===== src/rtl/srm_ctrl_pkg.sv =====
// Shared definitions for the Simple RISC Machine controller.
// Holds the FSM state encodings, opcode/sub-opcode constants, ALU and shift
// codes, the word width, and the instruction classifier used by the decoder.
package srm_ctrl_pkg;

  localparam int WORD_W = 16;
  localparam int REG_W  = 3;

  // FSM state encodings
  localparam logic [2:0] S_WAIT      = 3'd0;
  localparam logic [2:0] S_DECODE    = 3'd1;
  localparam logic [2:0] S_GET_A     = 3'd2;
  localparam logic [2:0] S_GET_B     = 3'd3;
  localparam logic [2:0] S_EXEC      = 3'd4;
  localparam logic [2:0] S_WRITE_REG = 3'd5;
  localparam logic [2:0] S_WRITE_IMM = 3'd6;

  // Opcode field IR[15:13]
  localparam logic [2:0] OP_MOV = 3'b110;
  localparam logic [2:0] OP_ALU = 3'b101;

  // Sub-opcode field IR[12:11]
  localparam logic [1:0] SUB_MOV_REG = 2'b00;
  localparam logic [1:0] SUB_MOV_IMM = 2'b10;
  localparam logic [1:0] SUB_ADD     = 2'b00;
  localparam logic [1:0] SUB_CMP     = 2'b01;
  localparam logic [1:0] SUB_AND     = 2'b10;
  localparam logic [1:0] SUB_MVN     = 2'b11;

  // ALU operation codes (the 101 ops map sub directly onto these)
  localparam logic [1:0] ALU_ADD = 2'b00;
  localparam logic [1:0] ALU_SUB = 2'b01;
  localparam logic [1:0] ALU_AND = 2'b10;
  localparam logic [1:0] ALU_NOT = 2'b11;

  // Shifter codes
  localparam logic [1:0] SH_NONE = 2'b00;
  localparam logic [1:0] SH_LSL  = 2'b01;
  localparam logic [1:0] SH_LSR  = 2'b10;
  localparam logic [1:0] SH_ASR  = 2'b11;

  typedef enum logic [2:0] {
    CLS_UNDEF   = 3'd0,
    CLS_MOV_IMM = 3'd1,
    CLS_MOV_REG = 3'd2,
    CLS_ADD     = 3'd3,
    CLS_CMP     = 3'd4,
    CLS_AND     = 3'd5,
    CLS_MVN     = 3'd6
  } instr_cls_t;

  function automatic instr_cls_t classify(input logic [2:0] op, input logic [1:0] sub);
    instr_cls_t c;
    c = CLS_UNDEF;
    if (op == OP_MOV) begin
      if (sub == SUB_MOV_IMM)      c = CLS_MOV_IMM;
      else if (sub == SUB_MOV_REG) c = CLS_MOV_REG;
    end else if (op == OP_ALU) begin
      case (sub)
        SUB_ADD: c = CLS_ADD;
        SUB_CMP: c = CLS_CMP;
        SUB_AND: c = CLS_AND;
        default: c = CLS_MVN;
      endcase
    end
    return c;
  endfunction

endpackage


===== src/rtl/srm_decoder.sv =====
// Combinational instruction decoder.
// Ports:
//   ir      in  16  instruction register contents
//   rn      out 3   IR[10:8]
//   rd      out 3   IR[7:5]
//   rm      out 3   IR[2:0]
//   sh      out 2   IR[4:3]
//   sub     out 2   IR[12:11]
//   sximm8  out 16  IR[7:0] sign-extended
//   cls     out     instruction class (undefined for unsupported op/sub)
module srm_decoder
  import srm_ctrl_pkg::*;
(
  input  logic [WORD_W-1:0] ir,
  output logic [REG_W-1:0]  rn,
  output logic [REG_W-1:0]  rd,
  output logic [REG_W-1:0]  rm,
  output logic [1:0]        sh,
  output logic [1:0]        sub,
  output logic [WORD_W-1:0] sximm8,
  output instr_cls_t        cls
);

  assign rn     = ir[10:8];
  assign rd     = ir[7:5];
  assign rm     = ir[2:0];
  assign sh     = ir[4:3];
  assign sub    = ir[12:11];
  assign sximm8 = {{8{ir[7]}}, ir[7:0]};
  assign cls    = classify(ir[15:13], ir[12:11]);

endmodule


===== src/rtl/srm_ctrl.sv =====
// Instruction register, decoder and Moore control FSM for the Simple RISC
// Machine. Captures an instruction in WAIT, and on start walks the datapath
// through operand read, execute and writeback.
//
// Handshake: the controller is idle and accepts work only while w=1 (WAIT).
// In WAIT, load=1 captures in into IR on the clock edge and s=1 starts
// execution on the same edge (using the newly captured word if both are
// high). Outside WAIT, s and load are ignored.
//
// Ports:
//   clk, reset         clock, synchronous active-high reset
//   s, load, in        start, IR load, instruction word
//   w                  1 only in WAIT
//   datapath_in        sign-extended IR[7:0]
//   readnum/writenum   register-file read/write index
//   write, vsel        register-file write enable, writeback select
//   loada/loadb/loadc/loads  datapath register enables
//   asel, bsel         operand selects (bsel fixed at 0)
//   shift, ALUop       shifter and ALU operation
module srm_ctrl
  import srm_ctrl_pkg::*;
(
  input  logic              clk,
  input  logic              reset,
  input  logic              s,
  input  logic              load,
  input  logic [WORD_W-1:0] in,
  output logic              w,
  output logic [WORD_W-1:0] datapath_in,
  output logic [REG_W-1:0]  readnum,
  output logic [REG_W-1:0]  writenum,
  output logic              write,
  output logic              vsel,
  output logic              loada,
  output logic              loadb,
  output logic              asel,
  output logic              bsel,
  output logic [1:0]        shift,
  output logic [1:0]        ALUop,
  output logic              loadc,
  output logic              loads
);

  logic [WORD_W-1:0] ir;
  logic [2:0]        state;
  logic [2:0]        state_next;

  logic [REG_W-1:0]  rn, rd, rm;
  logic [1:0]        sh, sub;
  logic [WORD_W-1:0] sximm8;
  instr_cls_t        cls;

  srm_decoder u_dec (
    .ir     (ir),
    .rn     (rn),
    .rd     (rd),
    .rm     (rm),
    .sh     (sh),
    .sub    (sub),
    .sximm8 (sximm8),
    .cls    (cls)
  );

  // IR only updates while idle so an instruction cannot change mid-flight.
  always_ff @(posedge clk) begin
    if (reset) begin
      ir    <= '0;
      state <= S_WAIT;
    end else begin
      state <= state_next;
      if (load && (state == S_WAIT)) ir <= in;
    end
  end

  always_comb begin
    state_next = S_WAIT;
    case (state)
      S_WAIT:   state_next = s ? S_DECODE : S_WAIT;
      S_DECODE: begin
        case (cls)
          CLS_MOV_IMM:                 state_next = S_WRITE_IMM;
          CLS_MOV_REG, CLS_MVN:        state_next = S_GET_B;
          CLS_ADD, CLS_CMP, CLS_AND:   state_next = S_GET_A;
          default:                     state_next = S_WAIT;
        endcase
      end
      S_GET_A:     state_next = S_GET_B;
      S_GET_B:     state_next = S_EXEC;
      S_EXEC:      state_next = (cls == CLS_CMP) ? S_WAIT : S_WRITE_REG;
      S_WRITE_REG: state_next = S_WAIT;
      S_WRITE_IMM: state_next = S_WAIT;
      default:     state_next = S_WAIT;
    endcase
  end

  assign datapath_in = sximm8;
  assign bsel        = 1'b0;

  // Moore outputs: depend on state and IR only.
  always_comb begin
    w        = 1'b0;
    readnum  = '0;
    writenum = '0;
    write    = 1'b0;
    vsel     = 1'b0;
    loada    = 1'b0;
    loadb    = 1'b0;
    asel     = 1'b0;
    shift    = SH_NONE;
    ALUop    = ALU_ADD;
    loadc    = 1'b0;
    loads    = 1'b0;
    case (state)
      S_WAIT: w = 1'b1;
      S_GET_A: begin
        readnum = rn;
        loada   = 1'b1;
      end
      S_GET_B: begin
        readnum = rm;
        loadb   = 1'b1;
      end
      S_EXEC: begin
        shift = sh;
        loadc = (cls != CLS_CMP);
        loads = (cls == CLS_CMP);
        // MOV reg is computed as 0 + shifted Rm, MVN as NOT shifted Rm.
        ALUop = (cls == CLS_MOV_REG) ? ALU_ADD : sub;
        asel  = (cls == CLS_MOV_REG) || (cls == CLS_MVN);
      end
      S_WRITE_REG: begin
        writenum = rd;
        vsel     = 1'b0;
        write    = 1'b1;
      end
      S_WRITE_IMM: begin
        writenum = rn;
        vsel     = 1'b1;
        write    = 1'b1;
      end
      default: ;
    endcase
  end

endmodule


===== config.mk =====
export PLATFORM = sky130hd
export DESIGN_NAME = srm_ctrl
export DESIGN_NICKNAME = d
export VERILOG_FILES = /design/src/rtl/srm_ctrl_pkg.sv /design/src/rtl/srm_decoder.sv /design/src/rtl/srm_ctrl.sv
export SDC_FILE = /design/constraint.sdc
export NUM_CORES = 1
export LEC_CHECK = 0
export ABC_AREA = 0
export ABC_CLOCK_PERIOD_IN_PS = 2000
export CORE_MARGIN = 2
export CORE_UTILIZATION = 40
export DETAILED_ROUTE_END_ITERATION = 12
export PLACE_DENSITY = 0.81
export SLEW_MARGIN = 20
export SYNTH_ARGS = -nofsm -noshare
export SYNTH_HDL_FRONTEND = slang
export SYNTH_SLANG_ARGS = --single-unit

===== constraint.sdc =====
create_clock -name clk -period 2 [get_ports clk]
set_input_delay 0.5 -clock clk [delete_from_list [all_inputs] [get_ports clk]]
set_output_delay 0.5 -clock clk [all_outputs]
set_load 0.005 [all_outputs]

==> summary by stage <==
Drt
After detailed routing, the total wire length is 3.49 mm. The detail route stage leaves a number of antenna-violating nets equal to 0. In the final routed layout, each cell accounts on average for 14.2 µm. For this run, design rule violations remaining after detail routing come to 0. For this run, the detailed router's first-pass iteration total came to 4. After the first detailed-routing iteration, the DRC count stood at 27. The via-per-instance ratio is 5.09. The total via count after detailed routing is 1251.

Power and ir drop
For this design the total switching power over the nets is 235 µW. In this run, the clock network consumes 22.2% of the power. The proportion of power drawn by flip-flops and latches is 49.3%.

The standby leakage power is 0.820 nW. The worst IR drop on VDD is 0.426 mV. Combinational logic burns 28.5% of the power.

The total power consumption of the routed design is 855 µW. In this run the power density over the cells is 436 mW/mm². The internal power consumption is 619 µW. The switching power as a share of total power is 27.5%.

Cells and area
The final core area utilization is 71.1%. The library cell used most frequently in the layout, excluding fill and tap cells, is clkdlybuf4s50_1. Compared with the post-synthesis result, the final layout area differs by 69.2%. The antenna cell count is 0. Leaving out fill and tap cells, the most frequent cells in the layout are clkdlybuf4s50_1 (35), nand2_1 (34), buf_4 (23).

The count of nets after finishing is 239. In the final layout, the share of cells above drive strength 1 is 35.8%. The count of fill cells added during filler insertion is 235.

Setup path
The nature of the critical path endpoint is an output pin. The type of the worst setup path is reg2out. The end of the worst register-to-register path is state[2]. Counting stages on the worst path, the most repeated cell is buf_6. STA puts the critical path data arrival time at 1550 ps. On the critical path, the stage with the largest delay is an instance of or3b_4. The startpoint type of the worst setup path is a register. Following the worst setup path forward leads to its endpoint at loadc. In this run the worst path has a maximum fanout of 3. In this run the worst setup path begins at state[0].

The startpoint of the worst register-to-register path is ir[12]. The path depth of the worst reg2reg path is 9. Data on the critical path is required at its endpoint by 1500 ps.

Traced cell by cell, the critical path runs through or3b_4, buf_6, buf_6, a31oi_4, buf_2. The longest individual stage delay on the worst path is 410 ps. The worst register-to-register path has a setup slack of 350 ps.

Synthesis
The count of state elements after synthesis is 19. The number of nets handed over by synthesis was 174. The area of the mapped netlist is 0.00116 mm². After synthesis, the mean cell area works out to 7.67 µm². For this run, asynchronously set or reset flops after synthesis account for 0%.

Summed over its instances, the top area cell type makes up 32.8% of the synthesized netlist area. The count of cell types in the netlist is 32. After synthesis, flip-flops and latches occupy 32.8% of the total area.

Yosys printed 0 warnings. The number of flops mapped to enable cells by yosys is 0. The gate count after technology mapping is 151. The predominant post-synthesis flop cell is dfxtp_1.

dfxtp_1 takes more of the synthesized area than any other cell. Sorting the synthesized cells by area gives the leading types as dfxtp_1 (33%), buf_4 (11%), nand2_1 (11%).

Floorplanning
The die area is 0.00334 mm². The vertical die dimension is 57.8 µm. For this design the top-level I/O count stands at 55.

From left edge to right edge, the die measures 57.8 µm. The starting density of the core is 42.0%. After floorplanning, the core was divided into 19 placement rows. The total area inside the core boundary comes to 0.00276 mm².

STA
In the finished design, the share of the clock period the worst path needs comes to 103%. After layout, the worst setup slack is -54.4 ps. Setup repair after global routing could not meet its margin everywhere. The maximum achievable frequency is 0.487 GHz. The number of endpoints failing setup at the final stage is 4. After layout, the minimum clock period comes to 2050 ps.

The number of hold violations in the final report came to 0. The number of pins exceeding their max-slew limit in the final report was 0. The clock skew is 1.14 ps. The worst hold slack across all endpoints is 480 ps.

GRT
Global routing used 21.2% of the available tracks. The wire length of the first global-routing pass is 5.55 mm. The number of global-route vias before repair was 1265.

The overall overflow remaining after global route is 0. The largest net degree at the start of global routing is 14. The initial antenna violation count was 0.

Clock tree
The H-tree level count is 1. The clock net sink count is 19. The maximum root-to-sink buffer count is 2. The clock transition at the registers of the reported paths is 100 ps.

The tree is rooted in a clkbuf_4. The TritonCTS clock tree is yes. The source-to-sink clock delay at the later pin of the worst-skew pair is 290 ps. TritonCTS created 3 clock buffers.

Place
The routability-driven placement congestion ratio is 0.859. Before CTS, the worst setup slack after placement is -345 ps. The number of I/O port buffers is 53. The HPWL after detailed placement is 2.52 mm.

Run
The tool flagged a number of max-cap violations equal to 0.

Outcome
The flow ran to the end, but the final reports show violations. The final reports fail on setup timing.

Worst hold path
The worst hold path begins at ir[5]. The path class of the tightest hold or removal check is reg2reg.
## synthesized netlist by cell type (3+ instances only)
cell	count
nor2_1	5
clkbuf_1	4
buf_2	3
dfxtp_1	19
nand2_1	34
ha_1	3
buf_4	17
nor2b_1	6
a22oi_1	3
a22o_1	3
and2_1	5
a21oi_1	18
inv_1	6
## cells by family after synthesis
group / synth area share [%]
flip-flops: 32.8
buffers and inverters: 16.5
other: 0.324
adder cells (fa/ha/maj): 3.24
AO/OA/AOI/OAI: 18.8
AND/OR/NAND/NOR: 28.3
## worst max-delay path, delay by kind of cell, from the launching register on
family	cells	cell delay (ps)
AND/OR/NAND/NOR	1	410
buffers and inverters	3	380
flip-flops	1	340
AO/OA/AOI/OAI	1	130
## routing by layer
| layer | GRT usage [%] | part of all wire (%) |
|---|---|---|
| met1 | 21.9 | 39 |
| met2 | 43.5 | 56 |
| met5 | 0 | 0 |
| met3 | 2.68 | 4.1 |
| met4 | 5.98 | 0.77 |
## through the flow
| stage | instances | instance area (µm²) | TNS [ps] |
|---|---|---|---|
| floorplan | 151 | 1160 | 0 |
| global placement | 235 | 1750 | -450 |
| detailed placement | 235 | 1750 | -814 |
| CTS | 244 | 1920 | -293 |
| global route | 246 | 1960 | -542 |
| finish | 246 | 1960 | -150 |
## sequential cells by signal, summed over array words and instances (netlist names)
| register | flops |
|---|---|
| state | 3 |
| ir | 16 |
## layout make-up
type | count | area (µm²) | share of cell area [%]
inverter | 6 | 27.5 | 1.40
sequential | 19 | 389 | 19.8
clock buffer | 4 | 26.3 | 1.34
timing repair buffer | 85 | 734 | 37.5
multi-input combinational | 101 | 744 | 38.0
tap | 31 | 38.8 | 1.98
## power groups by stage
stage	sequential (mW)	clock, mW	combinational, mW
3_5_place_dp	0.426	0	0.203
3_3_place_gp	0.424	0	0.196
5_1_grt	0.424	0.209	0.260
6_report	0.422	0.190	0.243
2_1_floorplan	0.425	0	0.104
4_1_cts	0.421	0.193	0.233
## worst min path at each step
| stage | to | depth (start not counted) | slack (ps) |
|---|---|---|---|
| final | ir[5] | 2 | 480 |
| after global routing | ir[5] | 2 | 490 |
| after CTS | ir[5] | 2 | 480 |
| after detailed placement | ir[5] | 2 | 470 |
| after global placement | ir[0] | 2 | 460 |
| after floorplan | ir[11] | 2 | 440 |
## timing repair
action                                  4_1_cts  5_1_grt
endpoints found under the setup margin       18       13
cloned                                        0        0
pin swaps                                     8       13
buffers inserted                              5        3
hold buffers                                  0        0
resized for setup                            88       20
Note: power is estimated with default switching activity, not from simulation.
